File: src/rtl/patseq_pkg.sv
// Shared widths and state type for the pattern sequencer.
// Optional buffer chaining is enabled with PATSEQ_CHAIN_EN.
package patseq_pkg;
  localparam int BUFFER_SIZE  = 22;
  localparam int BUFFER_WIDTH = 8;
  localparam int NO_BUFS      = 8;
  localparam int BW           = $clog2(NO_BUFS);
  localparam int FW           = $clog2(BUFFER_SIZE);

  typedef enum logic {
    IDLE = 1'b0,
    RUN  = 1'b1
  } state_e;
endpackage

File: src/rtl/pattern_sequencer_if.sv
// Core-side control, write-request and playback stream bundle.
// The sequencer takes the slave side; the core control takes master.
interface pattern_sequencer_if;
  import patseq_pkg::*;

  logic                    start;
  logic                    stop;
  logic [BW-1:0]           start_buf;
  logic [FW-1:0]           len;
  logic                    loop_en;
  logic                    wr_req;
  logic [BW-1:0]           wr_buf;
  logic [FW-1:0]           wr_field;
  logic [BUFFER_WIDTH-1:0] wr_data;
  logic                    wr_ack;
  logic                    wr_err;
  logic                    out_valid;
  logic [BUFFER_WIDTH-1:0] out_byte;
  logic [FW-1:0]           out_field;
  logic                    busy;
  logic                    done;

  modport master (
    output start, stop, start_buf, len, loop_en,
    output wr_req, wr_buf, wr_field, wr_data,
    input  wr_ack, wr_err, out_valid, out_byte,
    input  out_field, busy, done
  );

  modport slave (
    input  start, stop, start_buf, len, loop_en,
    input  wr_req, wr_buf, wr_field, wr_data,
    output wr_ack, wr_err, out_valid, out_byte,
    output out_field, busy, done
  );
endinterface

File: src/rtl/onehot_dec.sv
// Index to one-hot decoder; en low or an index past N gives all zeros.
module onehot_dec #(
  parameter int N  = 8,
  parameter int IW = $clog2(N)
) (
  input  logic [IW-1:0] idx,
  input  logic          en,
  output logic [N-1:0]  oh
);
  always_comb begin
    oh = '0;
    for (int i = 0; i < N; i++)
      if (en && idx == IW'(i))
        oh[i] = 1'b1;
  end
endmodule

File: src/rtl/pattern_sequencer.sv
// Pattern buffer playback sequencer with read/write slot arbitration.
// Define PATSEQ_CHAIN_EN to add chain_en (advance through all buffers).
module pattern_sequencer
  import patseq_pkg::*;
(
  input  logic                    clk,
  input  logic                    reset,
`ifdef PATSEQ_CHAIN_EN
  input  logic                    chain_en,
`endif
  pattern_sequencer_if.slave      core,
  input  logic [BUFFER_WIDTH-1:0] field_byte,
  output logic [BW-1:0]           bufp,
  output logic [NO_BUFS-1:0]      buffer_select,
  output logic [BUFFER_SIZE-1:0]  fieldp,
  output logic [BUFFER_SIZE-1:0]  fieldwp,
  output logic [BUFFER_WIDTH-1:0] field_in,
  output logic                    field_write
);
  state_e                  state, state_n;
  logic [BW-1:0]           cur_buf, buf_n;
  logic [FW-1:0]           f, f_n;
  logic [FW-1:0]           last, last_n;
  logic [FW-1:0]           len_last;
  logic [FW-1:0]           wfield;
  logic                    done_n;
  logic                    rd_slot;
  logic                    grant;
  logic                    in_range;
  logic                    ack_q;
  logic                    err_q;
  logic                    valid_q;
  logic                    done_q;
  logic [BUFFER_WIDTH-1:0] byte_q;
  logic [FW-1:0]           ofield_q;
`ifdef PATSEQ_CHAIN_EN
  logic [BW-1:0]           first_buf, first_n;
  logic [BW-1:0]           nxt_buf;
`endif

  always_comb begin
    if (core.len == '0 || core.len > FW'(BUFFER_SIZE))
      len_last = FW'(BUFFER_SIZE - 1);
    else
      len_last = core.len - FW'(1);
  end

  // A write slot in RUN forces the following slot to be a read
  assign rd_slot  = (state == RUN) && !ack_q;
  assign grant    = core.wr_req && !((state == RUN) && ack_q);
  assign in_range = core.wr_field < FW'(BUFFER_SIZE);
`ifdef PATSEQ_CHAIN_EN
  assign nxt_buf  = cur_buf + BW'(1);
`endif

  always_comb begin
    state_n = state;
    buf_n   = cur_buf;
    f_n     = f;
    last_n  = last;
    done_n  = 1'b0;
`ifdef PATSEQ_CHAIN_EN
    first_n = first_buf;
`endif
    if (state == IDLE) begin
      if (core.start) begin
        state_n = RUN;
        buf_n   = core.start_buf;
        f_n     = '0;
        last_n  = len_last;
`ifdef PATSEQ_CHAIN_EN
        first_n = core.start_buf;
`endif
      end
    end else if (core.stop) begin
      state_n = IDLE;
    end else if (rd_slot) begin
      if (f != last) begin
        f_n = f + FW'(1);
      end else if (core.loop_en) begin
        f_n = '0;
`ifdef PATSEQ_CHAIN_EN
      end else if (chain_en && nxt_buf != first_buf) begin
        buf_n = nxt_buf;
        f_n   = '0;
`endif
      end else begin
        state_n = IDLE;
        done_n  = 1'b1;
      end
    end
  end

  always_ff @(posedge clk or posedge reset) begin
    if (reset) begin
      state       <= IDLE;
      cur_buf     <= '0;
      f           <= '0;
      last        <= FW'(BUFFER_SIZE - 1);
      wfield      <= '0;
      bufp        <= '0;
      field_in    <= '0;
      field_write <= 1'b0;
      ack_q       <= 1'b0;
      err_q       <= 1'b0;
      valid_q     <= 1'b0;
      done_q      <= 1'b0;
      byte_q      <= '0;
      ofield_q    <= '0;
`ifdef PATSEQ_CHAIN_EN
      first_buf   <= '0;
`endif
    end else begin
      state       <= state_n;
      cur_buf     <= buf_n;
      f           <= f_n;
      last        <= last_n;
      done_q      <= done_n;
      valid_q     <= rd_slot;
      ack_q       <= grant;
      err_q       <= grant && !in_range;
      field_write <= grant && in_range;
      bufp        <= grant ? core.wr_buf : buf_n;
`ifdef PATSEQ_CHAIN_EN
      first_buf   <= first_n;
`endif
      if (rd_slot) begin
        byte_q   <= field_byte;
        ofield_q <= f;
      end
      if (grant) begin
        wfield   <= core.wr_field;
        field_in <= core.wr_data;
      end
    end
  end

  onehot_dec #(.N(NO_BUFS)) u_sel (
    .idx (cur_buf),
    .en  (1'b1),
    .oh  (buffer_select)
  );

  onehot_dec #(.N(BUFFER_SIZE)) u_rdp (
    .idx (f),
    .en  (1'b1),
    .oh  (fieldp)
  );

  onehot_dec #(.N(BUFFER_SIZE)) u_wrp (
    .idx (wfield),
    .en  (field_write),
    .oh  (fieldwp)
  );

  assign core.wr_ack    = ack_q;
  assign core.wr_err    = err_q;
  assign core.out_valid = valid_q;
  assign core.out_byte  = byte_q;
  assign core.out_field = ofield_q;
  assign core.busy      = (state == RUN);
  assign core.done      = done_q;
endmodule
File: src/flat_wrapper.sv
// flat-port wrapper written by rule: the top's interface ports become plain ports
module pattern_sequencer_flat import patseq_pkg::*;
  (clk, reset, field_byte, bufp, buffer_select, fieldp, fieldwp, field_in, field_write, core_start, core_stop, core_start_buf, core_len, core_loop_en, core_wr_req, core_wr_buf, core_wr_field, core_wr_data, core_wr_ack, core_wr_err, core_out_valid, core_out_byte, core_out_field, core_busy, core_done);
  pattern_sequencer_if core_i ();
  input  logic clk;
  input  logic reset;
  input  logic [BUFFER_WIDTH-1:0] field_byte;
  output logic [BW-1:0] bufp;
  output logic [NO_BUFS-1:0] buffer_select;
  output logic [BUFFER_SIZE-1:0] fieldp;
  output logic [BUFFER_SIZE-1:0] fieldwp;
  output logic [BUFFER_WIDTH-1:0] field_in;
  output logic field_write;
  input wire logic [$bits(core_i.start)-1:0] core_start;
  input wire logic [$bits(core_i.stop)-1:0] core_stop;
  input wire logic [$bits(core_i.start_buf)-1:0] core_start_buf;
  input wire logic [$bits(core_i.len)-1:0] core_len;
  input wire logic [$bits(core_i.loop_en)-1:0] core_loop_en;
  input wire logic [$bits(core_i.wr_req)-1:0] core_wr_req;
  input wire logic [$bits(core_i.wr_buf)-1:0] core_wr_buf;
  input wire logic [$bits(core_i.wr_field)-1:0] core_wr_field;
  input wire logic [$bits(core_i.wr_data)-1:0] core_wr_data;
  output wire logic [$bits(core_i.wr_ack)-1:0] core_wr_ack;
  output wire logic [$bits(core_i.wr_err)-1:0] core_wr_err;
  output wire logic [$bits(core_i.out_valid)-1:0] core_out_valid;
  output wire logic [$bits(core_i.out_byte)-1:0] core_out_byte;
  output wire logic [$bits(core_i.out_field)-1:0] core_out_field;
  output wire logic [$bits(core_i.busy)-1:0] core_busy;
  output wire logic [$bits(core_i.done)-1:0] core_done;
  assign core_i.start = core_start;
  assign core_i.stop = core_stop;
  assign core_i.start_buf = core_start_buf;
  assign core_i.len = core_len;
  assign core_i.loop_en = core_loop_en;
  assign core_i.wr_req = core_wr_req;
  assign core_i.wr_buf = core_wr_buf;
  assign core_i.wr_field = core_wr_field;
  assign core_i.wr_data = core_wr_data;
  assign core_wr_ack = core_i.wr_ack;
  assign core_wr_err = core_i.wr_err;
  assign core_out_valid = core_i.out_valid;
  assign core_out_byte = core_i.out_byte;
  assign core_out_field = core_i.out_field;
  assign core_busy = core_i.busy;
  assign core_done = core_i.done;
  pattern_sequencer u_core (.clk(clk), .reset(reset), .core(core_i), .field_byte(field_byte), .bufp(bufp), .buffer_select(buffer_select), .fieldp(fieldp), .fieldwp(fieldwp), .field_in(field_in), .field_write(field_write));
endmodule
File: config.mk
export PLATFORM = sky130hd
export DESIGN_NAME = pattern_sequencer_flat
export DESIGN_NICKNAME = d
export VERILOG_FILES = /design/src/rtl/patseq_pkg.sv /design/src/rtl/pattern_sequencer_if.sv /design/src/rtl/onehot_dec.sv /design/src/rtl/pattern_sequencer.sv /design/src/flat_wrapper.sv
export SDC_FILE = /design/constraint.sdc
export NUM_CORES = 1
export LEC_CHECK = 0
export ABC_AREA = 0
export CAP_MARGIN = 15
export CORE_MARGIN = 3
export CORE_UTILIZATION = 41
export CTS_CLUSTER_SIZE = 20
export DETAILED_ROUTE_END_ITERATION = 6
export PLACE_DENSITY = 0.91
export SLEW_MARGIN = 20
export SYNTH_ARGS = -nofsm -noshare
export SYNTH_HDL_FRONTEND = slang
export SYNTH_SLANG_ARGS = --single-unit
File: constraint.sdc
create_clock -name clk -period 2 [get_ports clk]
set_input_delay 0.4 -clock clk [delete_from_list [all_inputs] [get_ports clk]]
set_output_delay 0.4 -clock clk [all_outputs]
set_load 0.1 [all_outputs]
**Word level (Yosys, flattened, before mapping)**

Cells that the tools add are included.

- Word-level logic and storage cells: 183
- Memories: 0
- RAM bits: 0
- Flip-flop bits (word level): 48
- Output and inout port bits: 82
- Memory bits (read-only): 0
- Input port bits: 38
- Bits in latches: 0

- Muxes and demuxes: 73
- Div/mod/pow operators: 0
- Reductions and logical operators: 38
- Multiply operators: 0
- Bitwise gates (word level): 1
- Magnitude comparators: 2
- Shift operators: 0
- $add $sub $neg: 2
- Eq/ne operators: 53

Operators by type and width:

| operator | number |
|---|---|
| == test 5 x 4 -> 1 bit, second input constant | 16 |
| 2-to-1 mux 1 bit | 63 |
| == test 5 bit, second input constant | 12 |
| == test 5 x 3 -> 1 bit, second input constant | 8 |
| 2-to-1 mux 5 bit | 7 |
| logical AND 1 bit | 27 |
| == test 5 x 2 -> 1 bit, second input constant | 4 |
| zero test 5 bit | 3 |
| == test 3 bit, second input constant | 4 |
| == test 5 x 1 -> 1 bit, second input constant | 2 |
| 2-to-1 mux 3 bit | 3 |
| == test 3 x 2 -> 1 bit, second input constant | 2 |
| adder 5 x 1 -> 5 bit, second input constant | 1 |
| > comparator 5 bit, second input constant | 1 |
| < comparator 5 bit, second input constant | 1 |
| != test 5 bit | 1 |
| subtractor 5 x 1 -> 5 bit, second input constant | 1 |
| != test 2 bit, second input constant | 2 |
| AND reduction 4 bit | 1 |
| == test 3 x 1 -> 1 bit, second input constant | 1 |
| zero test 1 bit | 3 |
| zero test 3 bit | 1 |
| != test 3 bit, second input constant | 1 |
| AND reduction 2 bit | 1 |
| other kinds (3) | 3 |

**Depth between registers and ports, before layout**

Gate-level depths: netlist of run 1.

- Depth after elaboration: 5
- Gate-level depth with buffers: 6
- Depth with buffers taken out: 6

**Cells and area by module**

A second synthesis of run 1 with hierarchy kept.

- Cells, all modules: 299
- Area total of the unflattened synthesis: 2549.9 µm²

By module, submodules not included:

| module | cells each | times used | area an instance (µm²) |
|---|---|---|---|
| pattern_sequencer | 225 | 1 | 2095.8 |
| onehot_dec at u_core.u_rdp ... | 33 | 2 | 178.9 |
| onehot_dec at u_core.u_sel | 8 | 1 | 96.3 |

**Least setup slack after synthesis of run 1**

OpenSTA, ideal clock, no wires.

- Kind: reg2out
- Start point: reg u_core.field_write
- End point: out fieldwp[18]
- Arrival time: 3.465 ns
- Stages on the path, launching flop included: 3
- Setup slack: -1.865 ns
- Cell sequence: dfrtp_1 > nand3_1 > nor3b_1

- Longest elaborated chain between the ends: 2

RTL lines:

| item | line | source |
|---|---|---|
| start: declaration | pattern_sequencer.sv:18 | `output logic field_write` |
| start signal: assignment | pattern_sequencer.sv:122 | `field_write <= grant && in_range;` |
| logical AND 1 bit | onehot_dec.sv:13 | `if (en && idx == IW'(i))` |
| 2-to-1 mux 1 bit | onehot_dec.sv:13 |  |
| end: declaration | flat_wrapper.sv:11 | `output logic [BUFFER_SIZE-1:0] fieldwp;` |

Every way passes these cells.

**Worst setup path in the final report of run 1**

- Start point: reg u_core.field_write
- End point: out fieldwp[2]

The elaborated chain is that of the path after synthesis.

==> results of run 1 <==
## metal layers
metal / share of wire, % / track usage [%] / up-vias
met5: 0 / 0 / -
met4: 5.3 / 13.24 / 0
met3: 7.1 / 5.397 / 56
met2: 53 / 55.73 / 197
met1: 35 / 32.10 / 1431
li1: - / - / 1195
## worst max path at each step
stage | start | end | slack [ns] | cells after the start
2_1_floorplan | u_core.field_write$_DFF_PP0_ | fieldwp[13] | -0.41 | 3
3_3_place_gp | core_start | u_core.bufp[2]$_DFF_PP0_ | 0.12 | 6
3_5_place_dp | core_start | u_core.bufp[1]$_DFF_PP0_ | -0.004 | 6
4_1_cts | u_core.field_write$_DFF_PP0_ | fieldwp[6] | 0.006 | 5
5_1_grt | u_core.field_write$_DFF_PP0_ | fieldwp[2] | -0.09 | 5
6_report | u_core.field_write$_DFF_PP0_ | fieldwp[2] | -0.05 | 5
## repair_timing
action,in CTS,in global routing
hold buffers,0,0
gates cloned,0,0
pin swaps,3,4
setup buffers,7,1
endpoints found under the setup margin,31,27
hold endpoints to repair,0,0
resized for setup,17,14
## metrics by stage
| step | instances | area (um^2) |
|---|---|---|
| finish | 494 | 5074 |
| global route | 494 | 5074 |
| CTS | 493 | 5009 |
| detailed placement | 478 | 4772 |
| global placement | 478 | 4772 |
| floorplan | 282 | 2957 |
## flip-flops by register name, summed over array words and instances, names as in the netlist, 3 cells and up
name,flops
u_core.field_in,8
u_core.wfield,5
u_core.core.out_byte,8
u_core.cur_buf,3
u_core.last,5
u_core.f,5
u_core.core.out_field,5
u_core.bufp,3
## cell families (layout without fill, tap and decap cells)
kind of cell             count (synthesis)  in the layout
AO/OA/AOI/OAI                           22             22
flip-flops                              48             48
multiplexers                            17             17
AND/OR/NAND/NOR                        152            152
buffers and inverters                   28            165
XOR/XNOR                                 8              8
adder cells (fa/ha/maj)                  7              7
## cell usage in the layout (no fill, tap or decap), types with 3 or more instances in the layout
cell type / synthesis / layout
mux2_1: 5 / 5
nor3_4: 0 / 10
ha_4: 0 / 3
nor2_2: 0 / 5
o31ai_1: 3 / 3
mux2_2: 11 / 11
clkbuf_8: 0 / 5
dfrtp_1: 45 / 35
inv_2: 0 / 4
clkdlybuf4s50_1: 0 / 37
and3_1: 9 / 7
buf_12: 0 / 55
nand2_4: 0 / 4
nand2_1: 57 / 51
nand2b_1: 6 / 4
nor2_1: 47 / 17
dfstp_2: 3 / 3
dfrtp_2: 0 / 9
o21ai_0: 6 / 6
inv_1: 13 / 9
nor3b_4: 0 / 4
buf_4: 1 / 50
xnor2_1: 6 / 6
nor2_4: 0 / 25
## power by group through the flow
stage                     Clock [mW]  Sequential (mW)  Combinational (mW)
after floorplan                    0             2.40                1.82
after global placement             0             1.47                3.77
after detailed placement           0             1.51                3.86
after CTS                      0.834             1.48                4.01
after global routing           0.879             1.55                4.24
final                          0.844             1.53                4.13
## cell type report
| type | instances | area, um^2 | share of cell area, % |
|---|---|---|---|
| Clock inverter | 2 | 60.06 | 1.184 |
| Multi-Input combinational cell | 206 | 1709 | 33.69 |
| Sequential cell | 48 | 1220 | 24.04 |
| Timing Repair Buffer | 144 | 1869 | 36.84 |
| Clock buffer | 6 | 72.57 | 1.430 |
| Inverter | 13 | 48.80 | 0.9618 |
| Tap cell | 75 | 93.84 | 1.850 |
## cell usage after synthesis, types with 2 or more instances
library cell and count:
nor3b_1 5, nand3b_1 2, nor2b_1 3, and3b_1 2
dfrtp_1 45, o31ai_1 3, o21ai_0 6, mux2_1 5
nor4_1 2, nor2_1 47, o2111ai_1 2, nor3_1 13
a31oi_1 2, inv_1 13, o21ai_1 2, buf_2 3
xnor2_1 6, nand2_1 57, ha_1 7, clkbuf_1 9
dfstp_2 3, buf_1 2, and3_1 9, mux2_2 11
nand3_1 3, xnor2_2 2, nand2b_1 6
## critical path, cell delays in order (launching register included)
cell	delay, ns
dfrtp_4	0.42
nor2b_4	0.24
nand3b_1	0.12
buf_6	0.15
nor3_4	0.20
buf_12	0.20
==> impl_metrics.toml, run 1 <==
[status]
status = "complete, but fails checks"
violations = "negative setup slack"

[floorplanning]
ios = 120
num_rows = 28
die_w_um = 84.81
core_mm2 = 0.005956
dieArea_mm2 = 0.007192
fp.dieH_um = 84.81
start_util_pct = 42.75

[cts]
cts_tree = "built"
h-tree-depth = 2
root_buffer = "clkbuf_8"
cts.clk_slew.worst_paths_ns = 0.09
clock_latency_ns = 0.32
cts_inserted_buffers = 5
cts.path.max_buffers = 2
clock-sinks = 48

[placed_design]
numPortBuffers = 119
dp.final_hpwl_um = 7117
gp_congestion = 0.8141
pre_cts_slack_ns = -0.003680

[synthesis]
yosys_warnings = 0
yosys.area.top_type_share_pct = 44.23
synth_top_cell_by_area = "dfrtp_1"
yosysUniqueCellTypes = 39
netlist_area_mm2 = 0.002546
netlist_instances = 282
synthAdderAreaFrac_pct = 3.440
avgSynthCellArea_um2 = 9.029
ys_ff_latch = 48
async_flop_share_pct = 100.0
synth_top_family_by_area = "simple AND/OR/NAND/NOR gates"
synth-seq-area-share_pct = 47.32
synth_edf_count = 0
synth.mux.area_fraction_pct = 7.469
synth_flop_cell = "dfrtp_1"
synth_area_leaders = "dfrtp_1 44%, nand2_1 8.4%, nor2_1 6.9%, mux2_2 4.9%, ha_1 3.4%"
synth_compound_area_share_pct = 6.880
synth_nets = 327
synth_simple_gate_area_share_pct = 27.13
synth-xor-area-share_pct = 3.342

[layout]
fin_util_pct = 85.19
n_antenna_cell = 0
drive_gt1_share_pct = 50.84
nNetsFinal = 463
synthToLayoutAreaGrowth_pct = 99.26
fillCellCount = 246

[power_and_ir_drop]
internal-power_mw = 2.945
p_leak_nw = 2.150
switching_share_pct = 54.71
finalPower_mw = 6.503
clkPwrFrac_pct = 13.0
power_frac_comb_pct = 63.4
power_density_mw_per_mm2 = 1282
power_frac_seq_pct = 23.6
vdd_drop_max_uv = 1237
switchingPower_mw = 3.558

[timing]
hold-worst-slack_ns = 0.4101
min_period_ns = 2.053
setup_slack_ns = -0.05322
hold_viol = 0
setup_viol = 8
skew_ns = 0.01461
max_slew.worst_pin.slew_ns = 0.5791
relSlewSlack_pct = 61.35
rsz0062_at_grt = "true"
max_freq_mhz = 487.0
min_period_over_period_pct = 102.7
finalSetupTns_ns = -0.2184
drv_slew = 0

[drt]
detail_route.wl_per_cell_um = 23.60
vias = 2879
dr.pass1.iters = 5
viasPerCell = 5.828
drtIter0Drc = 216
wl_um = 11660
detail-route-antenna-nets = 0
drc = 0

[grt]
gr-total-overflow = 0
grt_antenna_before_repair = 0
grt_pass1_wl_um = 16530
grt_start_max_net_pins = 34
first_global_vias = 2923
grtUsageTotal_pct = 29.68

[critical_path]
crit_type = "flip-flop to output pin"
reg2reg_depth = 6
required_ns = 1.60
crit_path_start_kind = "flip-flop"
critPathArrivalTime_ns = 1.65
r2r_slack_ns = 0.20
cp_max_fo = 4
end_kind = "output pin"
r2r-start = "u_core.f[2]$_DFFE_PP0P_"
r2r-end = "u_core.core.busy$_DFF_PP0_"

[flow_run]
maxCapViolations = 0

[min_path]
hold_class = "input port to async pin"
No activity file was read; power rests on OpenSTA's default activity.
==> inputs of run 2 (changes only) <==
Settings changed: CORE_MARGIN 3 to unset.
==> impl_metrics.toml, run 2 (same netlist as run 1, synthesis figures left out) <==
[status]
status = "complete, but fails checks"
violations = "negative setup slack"

[critical_path]
crit_path_start_kind = "flip-flop"
critPathBufInv = 2
max_stage_delay_ns = 0.44
cp_max_fo = 4
reg2reg_depth = 5
required_ns = 1.60
path_cells = "nor2b_4, nand3b_1, buf_6, nor3_4, buf_12"
critPathArrivalTime_ns = 1.63
end_kind = "output pin"
crit_cells = 5
cp_top_family = "simple AND/OR/NAND/NOR gates"
cp_slowest_cell = "dfrtp_2"
crit_type = "flip-flop to output pin"

[layout]
fillCellCount = 271
final-seq-area_mm2 = 0.001220
drive_gt1_share_pct = 51.18
most-common-layout-cells = "56 x buf_12, 52 x buf_4, 50 x nand2_1, 37 x clkdlybuf4s50_1, 35 x dfrtp_1"
layout_commonest_cell = "buf_12"
synthToLayoutAreaGrowth_pct = 99.46
nNetsFinal = 466
n_antenna_cell = 0
final_cell_area_mm2 = 0.005079
multi_input_area_mm2 = 0.001679

[grt]
grt_antenna_before_repair = 0
grtUsageTotal_pct = 30.31
first_global_vias = 2810
grt_pass1_wl_um = 14700
gr-total-overflow = 0
grt_start_max_net_pins = 49

[floorplanning]
die_w_um = 80.81
ios = 120
core_mm2 = 0.005956
num_rows = 28
start_util_pct = 42.75
fp.dieH_um = 80.81
dieArea_mm2 = 0.006529

[power_and_ir_drop]
power_density_mw_per_mm2 = 1270
vdd_drop_max_uv = 1673
p_leak_nw = 2.167

[timing]
max_slew.worst_pin.slew_ns = 0.6006
min_period_over_period_pct = 101.5
skew_ns = 0.008264
relSlewSlack_pct = 59.92
min_period_ns = 2.030
rsz0062_at_grt = "true"
finalSetupTns_ns = -0.06332
max_freq_mhz = 492.5
setup_viol = 3
setup_slack_ns = -0.03047
drv_slew = 0
hold_viol = 0

[placed_design]
pre_cts_slack_ns = -0.04663
dpl_cell_area_mm2 = 0.004757
dp.final_hpwl_um = 6579
gp_congestion = 0.7834
numPortBuffers = 119

[drt]
viasPerCell = 5.696
detail_route.wl_per_cell_um = 21.51
vias = 2831
drc = 0
drtIter0Drc = 173
dr.pass1.iters = 4
wl_um = 10690
detail-route-antenna-nets = 0

[cts]
cts.clk_slew.worst_paths_ns = 0.09
cts_tree = "built"
clock-sinks = 48
cts.path.max_buffers = 2
root_buffer = "clkbuf_8"
cts_inserted_buffers = 5
clock_latency_ns = 0.31
h-tree-depth = 2

[flow_run]
maxCapViolations = 0

[min_path]
hold_class = "input port to async pin"
[run 2: power breakdown]
group          switching [mW]  internal, mW  total [mW]
logic                    2.88          1.22        4.10
clock network           0.340         0.500       0.840
registers               0.292          1.22        1.51
[run 2: layout make-up]
cell class / instances / share of cell area, %
timing repair buffer: 147 / 37.50
multi-input combinational: 206 / 33.06
sequential: 48 / 24.02
tap: 75 / 1.848
clock buffer: 6 / 1.429
clock inverter: 2 / 1.183
inverter: 13 / 0.9608
[run 2: path summary, 6_finish.rpt]
path	slack, ns	start	to
max reg2reg	0.15	u_core.f[1]$_DFFE_PP0P_	u_core.f[2]$_DFFE_PP0P_
min reg2reg	0.50	u_core.last[4]$_DFFE_PP1P_	u_core.last[4]$_DFFE_PP1P_
min in group clk	0.50	u_core.last[4]$_DFFE_PP1P_	u_core.last[4]$_DFFE_PP1P_
min	0.45	reset	u_core.field_in[3]$_DFFE_PP0P_
max	-0.03	u_core.wfield[4]$_DFFE_PP0P_	fieldwp[2]
max in group asynchronous	1.27	reset	u_core.last[0]$_DFFE_PP1P_
[run 2: per-layer routing]
metal  part of all wire, %  global-route usage (%)
met2                    52                   53.28
met1                    36                   33.70
met4                   5.5                   17.32
met5                     0                       0
met3                   6.6                   6.629
[run 2: timing repair]
item                       4_1_cts  5_1_grt
gates resized for setup         14       14
gates cloned                     0        0
pin swaps                        2        3
hold buffers                     0        0
setup endpoints to repair       31       32
buffers inserted                 6        7
[run 2: through the flow]
stage / power, mW / util, % / std cells / hold WS, ns
6_report: 6.448 / 85.27 / 497 / 0.4489
5_1_grt: 6.646 / 85.27 / 497 / 0.4870
4_1_cts: 6.256 / 83.47 / 490 / 0.4657
3_5_place_dp: 5.328 / 79.87 / 476 / 0.4724
3_3_place_gp: 5.212 / 79.87 / 476 / 0.4612
2_1_floorplan: 4.213 / - / 282 / 0.4622
[run 2: worst reg2reg max path: cells and delay by family, from the launching register on]
family                    cells  cell delay, ns
buffers and inverters         1            0.15
DFF                           1            0.45
and+or+nand+nor               1            0.22
AOI/OAI and AO/OA             2            0.75
xor gates and xnor gates      1            0.19
==> inputs of run 3 (changes only) <==
Settings changed: REMOVE_ABC_BUFFERS set to 1, SYNTH_HIERARCHICAL set to 1.
==> impl_metrics.toml, run 3 <==
[critical_path]
critPathArrivalTime_ns = 1.67
max_stage_delay_ns = 0.38
path_cells = "buf_4, nand4b_1, nor2_1, buf_12"
required_ns = 1.60
critPathBufInv = 2
crit_type = "flip-flop to output pin"
cp_top_family = "simple AND/OR/NAND/NOR gates"
crit_path_start_kind = "flip-flop"
cp_slowest_cell = "dfrtp_1"
cp_max_fo = 6
end_kind = "output pin"

[layout]
synthToLayoutAreaGrowth_pct = 88.17
n_antenna_cell = 0
most-common-layout-cells = "80 x nand2_1, 56 x buf_12, 45 x dfrtp_1, 41 x buf_4, 37 x clkdlybuf4s50_1"
nNetsFinal = 482
layout_commonest_cell = "nand2_1"
drive_gt1_share_pct = 38.24

[floorplanning]
ios = 120
dieArea_mm2 = 0.006539
start_util_pct = 42.82
die_w_um = 80.87
core_mm2 = 0.005956
fp.dieH_um = 80.87
num_rows = 28

[placed_design]
dp.final_hpwl_um = 5575
numPortBuffers = 119
gp_congestion = 0.7789

[synthesis]
yosysMostFrequentCell = "nand2_1"
netlist_area_mm2 = 0.002550
synth_compound_area_share_pct = 7.017
synth.mux.area_fraction_pct = 2.110
synth-seq-area-share_pct = 47.25
async_flop_share_pct = 100.0
synthAdderAreaFrac_pct = 1.472
netlist_instances = 299
synth_area_leaders = "dfrtp_1 44%, nand2_1 12%, nor2_1 8.2%, dfstp_2 3.1%, nand4bb_1 2.6%"
ys_ff_latch = 48
yosys_warnings = 6
avgSynthCellArea_um2 = 8.528
synth_top_family_by_area = "simple AND/OR/NAND/NOR gates"
synth_top_cell_by_area = "dfrtp_1"
synth_simple_gate_area_share_pct = 36.21
synth-xor-area-share_pct = 2.061
synth_common_cells = "80 x nand2_1, 56 x nor2_1, 45 x dfrtp_1"
synth_flop_cell = "dfrtp_1"
yosysUniqueCellTypes = 46
yosys.area.top_type_share_pct = 44.16
synth_edf_count = 0

[timing]
setup_slack_ns = -0.07072
max_freq_mhz = 482.9
min_period_over_period_pct = 103.5
finalSetupTns_ns = -0.5011
setup_viol = 12
hold-worst-slack_ns = 0.4711
hold_viol = 0
drv_slew = 0
min_period_ns = 2.071
rsz0062_at_grt = "true"
skew_ns = 0.003986

[drt]
viasPerCell = 5.153
wl_um = 7901
drc = 0
dr.pass1.iters = 4
detail_route.wl_per_cell_um = 15.28
vias = 2664
drtIter0Drc = 145
detail-route-antenna-nets = 0

[cts]
h-tree-depth = 2
cts.clk_slew.worst_paths_ns = 0.08
clock_latency_ns = 0.30
cts_inserted_buffers = 5
clock-sinks = 48
cts_tree = "built"
root_buffer = "clkbuf_8"
cts.path.max_buffers = 2

[status]
status = "complete, but fails checks"
violations = "negative setup slack"

[grt]
grt_start_max_net_pins = 21
grt_antenna_before_repair = 0
first_global_vias = 2505
grtUsageTotal_pct = 23.09
grt_pass1_wl_um = 11690
gr-total-overflow = 0

[power_and_ir_drop]
p_leak_nw = 2.074
power_density_mw_per_mm2 = 1137
vdd_drop_max_uv = 1155

[flow_run]
maxCapViolations = 0

[min_path]
hold_class = "input port to async pin"
run 3: cell types whose count changed after synthesis, moves of 4 or more:
cell	previous run	this run
and3_1	9	1
ha_1	7	3
mux2_1	5	0
mux2_2	11	3
nand2_1	57	80
nand4bb_1	0	6
nor2_1	47	56
nor2_2	0	4
nor3_1	13	2
nor3b_1	5	1
o21ai_0	6	13
run 3: cell type report:
cell class,count,area [um^2]
multi-input cells,241,1559
fillers,319,1157
flip-flops and latches,48,1205
clock buffers,6,82.58
repair buffers,135,1810
inverters,10,37.54
well taps,75,93.84
clock inverters,2,10.01
run 3: power by group:
part	total, mW	internal (mW)	switching (mW)
Sequential	1.44	1.22	0.216
Combinational	3.44	0.989	2.45
Clock	0.575	0.276	0.299
run 3: path summary, 6_finish.rpt:
| kind | endpoint | slack, ns | start | cells after the start |
|---|---|---|---|---|
| hold / removal | u_core/core.wr_err$_DFF_PP0_ | 0.47 | reset | 2 |
| max in group asynchronous | u_core/field_in[4]$_DFFE_PP0P_ | 1.02 | reset | 3 |
| min in group clk | u_core/core.out_byte[1]$_DFFE_PP0P_ | 0.48 | u_core/core.out_byte[1]$_DFFE_PP0P_ | 2 |
| hold reg to reg | u_core/core.out_byte[1]$_DFFE_PP0P_ | 0.48 | u_core/core.out_byte[1]$_DFFE_PP0P_ | 2 |
| setup reg to reg | u_core/f[4]$_DFFE_PP0P_ | 0.16 | u_core/f[0]$_DFFE_PP0P_ | 4 |
| setup / recovery | fieldwp[12] | -0.07 | u_core/wfield[4]$_DFFE_PP0P_ | 4 |
run 3: through the flow:
stage	total power, mW	cell area, um^2	util [%]	worst slack (ns)	std cells
global placement	4.546	4412	74.08	0.1426	505
global route	5.700	4798	80.57	-0.09889	517
finish	5.455	4798	80.57	-0.07072	517
floorplan	3.634	2541	-	-1.231	299
detailed placement	4.629	4412	74.08	0.07878	505
CTS	5.331	4639	77.90	-0.05238	516
run 3: kinds of logic (layout without fill, tap and decap cells):
kind of cell / Yosys count / count (layout)
XOR/XNOR: 6 / 6
AND/OR/NAND/NOR: 185 / 185
adder cells (fa/ha/maj): 3 / 3
other: 1 / 14
AO/OA/AOI/OAI: 28 / 28
buffers and inverters: 23 / 153
flip-flops: 48 / 48
multiplexers: 5 / 5
run 3: what timing repair did:
item	4_1_cts	5_1_grt
setup buffers	3	1
endpoints found under the setup margin	20	32
pin swaps	4	5
hold buffers	0	0
hold endpoints to repair	0	0
resized for setup	27	36
run 3: routing by layer:
metal,part of all wire [%],track usage [%],vias to the layer above
met3,7.0,5.281,16
met4,2.3,8.929,0
met5,0,0,-
met2,53,41.34,110
met1,38,26.54,1276
li1,-,-,1262
